===== config.mk =====
export PLATFORM = sky130hd
export DESIGN_NAME = rram_array_sequencer
export DESIGN_NICKNAME = d
export VERILOG_FILES = /design/src/rtl/rram_array_sequencer.sv
export SDC_FILE = /design/constraint.sdc
export NUM_CORES = 1
export LEC_CHECK = 0
export CAP_MARGIN = 20
export CELL_PAD_IN_SITES_DETAIL_PLACEMENT = 1
export CELL_PAD_IN_SITES_GLOBAL_PLACEMENT = 2
export CORE_UTILIZATION = 34
export DETAILED_ROUTE_END_ITERATION = 8
export HOLD_SLACK_MARGIN = 0.08
export PLACE_DENSITY = 0.93
export SETUP_SLACK_MARGIN = 0.2
export SYNTH_ARGS = -nofsm -noshare
export SYNTH_HDL_FRONTEND = slang
export SYNTH_SLANG_ARGS = --single-unit

===== constraint.sdc =====
create_clock -name clk -period 2.8 [get_ports clk]
set_clock_uncertainty 0.05 [all_clocks]
set_input_delay 0.56 -clock clk [delete_from_list [all_inputs] [get_ports clk]]
set_output_delay 0.56 -clock clk [all_outputs]
set_load 0.05 [all_outputs]

===== src/rtl/rram_array_sequencer.sv =====
// Drive-signal sequencer for one RRAM crossbar training pass (WLON/INIT/FF/ERR/UPD/RELAX/DONE).
// Define RRAM_SEQ_REINIT_EN to run INIT on every pass; otherwise INIT runs only until the first completed pass.
module rram_array_sequencer #(
  parameter int ROWS       = 6,
  parameter int COLS       = 6,
  parameter int PHASE_CYC  = 10,
  parameter int UPD_STRIDE = 2
) (
  input  logic            clk,
  input  logic            rst_n,
  input  logic            start,
  input  logic            abort,
  input  logic [ROWS-1:0] sl_mask,
  input  logic            label_in,
  output logic [ROWS-1:0] wl,
  output logic [ROWS-1:0] sl,
  output logic [COLS-1:0] bl,
  output logic            set,
  output logic            back,
  output logic            label,
  output logic            busy,
  output logic            done,
  output logic [2:0]      phase
);

  localparam int S   = COLS / UPD_STRIDE + 1;
  localparam int PCW = (PHASE_CYC > 1) ? $clog2(PHASE_CYC) : 1;
  localparam int SW  = $clog2(S + 1);

`ifdef RRAM_SEQ_REINIT_EN
  localparam bit REINIT = 1'b1;
`else
  localparam bit REINIT = 1'b0;
`endif

  typedef enum logic [2:0] {
    IDLE  = 3'd0,
    WLON  = 3'd1,
    INIT  = 3'd2,
    FF    = 3'd3,
    ERR   = 3'd4,
    UPD   = 3'd5,
    RELAX = 3'd6,
    DONE  = 3'd7
  } state_t;

  state_t          state, nstate;
  logic [PCW-1:0]  cnt, ncnt;
  logic [SW-1:0]   sub, nsub;
  logic            init_done;
  logic            last;
  logic            skip_init;
  logic [ROWS-1:0] sl_lat;
  logic            label_lat;

  // Sub-step k lights the low k*UPD_STRIDE bitlines; the final sub-step releases them all.
  function automatic logic [COLS-1:0] upd_bl(input int k);
    logic [COLS-1:0] m;
    for (int i = 0; i < COLS; i++) m[i] = (k < S) && (i < k * UPD_STRIDE);
    return m;
  endfunction

  assign skip_init = !REINIT && init_done;

  always_comb begin
    nstate = state;
    nsub   = sub;
    ncnt   = cnt + PCW'(1);
    last   = (cnt == PCW'(PHASE_CYC - 1));
    case (state)
      IDLE:  if (start) nstate = WLON;
      WLON:  if (last) nstate = skip_init ? FF : INIT;
      INIT:  if (last) nstate = FF;
      FF:    if (last) nstate = ERR;
      ERR:   if (last) begin
               nstate = UPD;
               nsub   = SW'(1);
             end
      UPD:   if (last) begin
               if (sub == SW'(S)) begin
                 nstate = RELAX;
                 nsub   = '0;
               end else begin
                 nsub = sub + SW'(1);
               end
             end
      RELAX: if (last) nstate = DONE;
      DONE:  nstate = IDLE;
    endcase
    if (last || state == IDLE || state == DONE) ncnt = '0;
    if (abort) begin
      nstate = IDLE;
      ncnt   = '0;
      nsub   = '0;
    end
  end

  // Pass parameters are captured once per accepted start; mid-pass input changes are ignored.
  always_ff @(posedge clk) begin
    if (state == IDLE && start && !abort) begin
      sl_lat    <= sl_mask;
      label_lat <= label_in;
    end
  end

  // Outputs are decoded from the next state so they change on the same edge as phase.
  always_ff @(posedge clk or negedge rst_n) begin
    if (!rst_n) begin
      state     <= IDLE;
      cnt       <= '0;
      sub       <= '0;
      init_done <= 1'b0;
      wl        <= '0;
      sl        <= '0;
      bl        <= '0;
      set       <= 1'b0;
      back      <= 1'b0;
      label     <= 1'b0;
      busy      <= 1'b0;
      done      <= 1'b0;
      phase     <= 3'd0;
    end else begin
      state <= nstate;
      cnt   <= ncnt;
      sub   <= nsub;
      if (nstate == DONE) init_done <= 1'b1;
      wl    <= (nstate != IDLE && nstate != DONE) ? '1 : '0;
      sl    <= (nstate == FF || nstate == ERR || nstate == UPD || nstate == RELAX) ? sl_lat : '0;
      bl    <= (nstate == INIT) ? '1 : (nstate == UPD) ? upd_bl(int'(nsub)) : '0;
      set   <= (nstate == INIT);
      back  <= (nstate == UPD);
      label <= (nstate == ERR || nstate == UPD || nstate == RELAX) ? label_lat : 1'b0;
      busy  <= (nstate != IDLE);
      done  <= (nstate == DONE);
      phase <= nstate;
    end
  end

endmodule


==> results.py, run 1 <==
metrics = {
    "final_layout": {
        "final_area_um2": 2040,
        "final_nets": 181,
        "drive_gt1_frac": 0.126,
        "syn_to_final_growth_pct": 28.8,
        "utilization": 0.463,
        "fin_cells": 219,
        "multi_input_area_um2": 604,
        "fillCellCount": 480,
        "regArea_um2": 861,
        "antenna_cells": 0,
    },
    "sta": {
        "grt_setup_unrepaired": "no",
        "relSlewSlack": 0.655,
        "fin_crit_sh": 0.875,
        "hold_viol": 0,
        "timing.final.crit_period_ns": 2.45,
        "hold_ws_ns": 0.448,
        "maxSlewViolCount": 0,
        "final.setup.tns_ns": 0,
        "worst_pin_slew_ns": 0.517,
        "fin_ws_ns": 0.350,
        "setup_viol": 0,
        "fmax_mhz": 408,
    },
    "worst_setup_path": {
        "worst_path_largest_cell_delay_ns": 0.90,
        "critPathLaunchType": "flip-flop",
        "cpLargestDelayFamily": "buffers and inverters",
        "arrival_ns": 1.84,
        "cp.depth": 1,
        "crit_required_ns": 2.19,
        "path_cells": "clkdlybuf4s50_1",
        "critPathBufInv": 1,
        "crit_path_end_kind": "primary output",
        "worst-setup-path-type": "flip-flop to primary output",
        "critical_path.max_fanout": 13,
        "critical-path-slowest-cell": "clkdlybuf4s50_1",
        "reg2regPathDepth": 5,
    },
    "power": {
        "peakVddDrop_uv": 250,
        "p_per_area_nw_per_um2": 579,
        "p_total_mw": 1.18,
        "clockPowerShare": 0.398,
        "switchingPower_mw": 0.320,
        "seqPwrFrac": 0.445,
        "switching_share": 0.271,
        "internal_power_mw": 0.863,
        "pwr-share-comb": 0.158,
        "leakage_nw": 0.843,
    },
    "routing": {
        "wire_per_inst_um": 16.1,
        "drc_errors": 0,
        "detail_route.vias_per_cell": 5.15,
        "vias": 1128,
        "dr.pass1.iters": 5,
        "drtIter0Drc": 31,
        "finalWirelength_um": 3530,
        "drtAntennaViolNets": 0,
    },
    "synthesis": {
        "async_flop_share": 0.788,
        "synth_edf_count": 7,
        "yosys.area.top_type": "dfrtp_1",
        "synth_cells": 134,
        "syn_area_um2": 1590,
        "post-synth-top-count-cell": "dfrtp_1",
        "ys_top_cells_by_count": "dfrtp_1, nor2_1, buf_4, a21oi_1, edfxtp_1",
        "yosysWarnings": 0,
        "synth_flop_cell": "dfrtp_1",
        "ys_types": 45,
        "mappedNetlistNets": 149,
        "ys_seq_area_frac": 0.542,
        "yosys-top-cells-area": "dfrtp_1, edfxtp_1, nor4b_2, buf_4, nor2_1",
        "syn_avg_cell_area_um2": 11.8,
        "netlist.area_leader.share": 0.410,
        "synth_seq_cells": 33,
    },
    "floorplan": {
        "rows": 24,
        "core_area_um2": 4410,
        "initial_core_util": 0.360,
        "die_y_um": 70.3,
        "dieArea_um2": 4950,
        "dieWidth_um": 70.3,
        "num_io_pins": 37,
    },
    "place": {
        "dp_slack_ns": 0.429,
        "numPlacedInstances": 211,
        "placed_area_um2": 1930,
        "portBuffers": 36,
        "place.gp.congestion": 0.802,
        "dpl.hpwl_um": 2600,
    },
    "global_route": {
        "grt_usage": 0.160,
        "grtUsageMet3": 0.0404,
        "grt_busiest_layer": "met2",
        "grt_pass1_wl_um": 6020,
        "grt_use_met2": 0.243,
        "antenna_found_initial": 0,
        "grt_remaining_overflow": 0,
        "grt_use_met1": 0.214,
        "grt_max_degree": 27,
        "grt_pass1_vias": 1185,
    },
    "clock_network": {
        "cts_tree": "done",
        "cts_resized": 0,
        "clk_path_buf_depth": 2,
        "postCtsSetupBuffers": 0,
        "numCtsBuffers": 5,
        "htree_levels": 2,
        "root_buffer": "clkbuf_8",
        "hold_buffers": 0,
        "cts.clk_slew.worst_paths_ns": 0.07,
        "cts.sinks": 33,
        "clk_latency_ns": 0.29,
    },
    "run": {
        "maxCapViolCount": 0,
    },
    "status": {
        "status": "finished, final reports clean",
    },
    "hold_path": {
        "hold_path_depth": 1,
        "min_path_type": "flip-flop to flip-flop",
    },
}
per-layer routing:
layer / wire length, µm / share of wire
met4: 55 / 0.016
met1: 1620 / 0.46
met3: 162 / 0.046
met5: 0 / 0
met2: 1690 / 0.48
sequential cells by signal (all words and copies together) (netlist names), 3 cells and up:
signal	count
bl	3
sl	6
sl_lat	6
cnt	4
state	3
sub	3
cells in the final DEF (no fill, tap or decap), types with 2 or more instances in the layout:
master / n
and3_1: 3
nor2_1: 16
nor4b_2: 6
or2_1: 2
o21ai_0: 3
inv_1: 6
nand3b_1: 2
dfrtp_1: 26
a21oi_1: 7
edfxtp_1: 7
nand3_1: 3
o22ai_1: 3
nand2_1: 6
clkbuf_8: 6
nand2b_1: 2
ha_1: 4
clkdlybuf4s50_1: 36
buf_4: 2
final cells by class:
type | instances | share of cell area
Tap cell | 52 | 0.0318
Inverter | 6 | 0.0110
Sequential cell | 33 | 0.421
Clock buffer | 7 | 0.0422
Multi-Input combinational cell | 82 | 0.296
Clock inverter | 1 | 0.0147
Timing Repair Buffer | 38 | 0.184
logic make-up after synthesis:
group	after synthesis	share of synthesized area
AO/OA/AOI/OAI	23	0.107
adder cells (fa/ha/maj)	4	0.0315
XOR/XNOR	2	0.0110
flip-flops	33	0.542
buffers and inverters	19	0.0772
AND/OR/NAND/NOR	51	0.215
multiplexers	2	0.0158
power by group through the flow:
| stage | Sequential [mW] | Combinational (mW) | Clock (mW) |
|---|---|---|---|
| after global routing | 0.528 | 0.199 | 0.494 |
| after global placement | 0.534 | 0.184 | 0 |
| final | 0.526 | 0.186 | 0.470 |
| after CTS | 0.527 | 0.189 | 0.473 |
| after detailed placement | 0.535 | 0.188 | 0 |
| after floorplan | 0.554 | 0.110 | 0 |
final timing paths:
check	start	endpoint	slack, ns
max in group asynchronous	rst_n	back	1.87
worst min-delay path	cnt[0]	cnt[0]	0.45
worst max register to register	state[0]	sl[2]	0.68
worst min register to register	cnt[0]	cnt[0]	0.45
min in group asynchronous	rst_n	cnt[3]	0.57
worst max-delay path	state[2]	phase[2]	0.35
Note: power is estimated with default switching activity, not from simulation.
==> run 2: changes to the inputs <==
--- a/config.mk
+++ b/config.mk
@@ -15,2 +15,3 @@
 export SETUP_SLACK_MARGIN = 0.2
+export SLEW_MARGIN = 20
 export SYNTH_ARGS = -nofsm -noshare
--- a/constraint.sdc
+++ b/constraint.sdc
@@ -4,2 +4,2 @@
 set_output_delay 0.56 -clock clk [all_outputs]
-set_load 0.05 [all_outputs]
+set_load 0.01 [all_outputs]
==> results of run 2 <==
The final DEF is identical to that of run 1. Status: finished, final reports clean.
Among the figures that moved: setup slack after layout 0.350 ns -> 0.617 ns; total power 1.18 mW -> 1.12 mW; worst IR drop on VDD 250 µV -> 212 µV
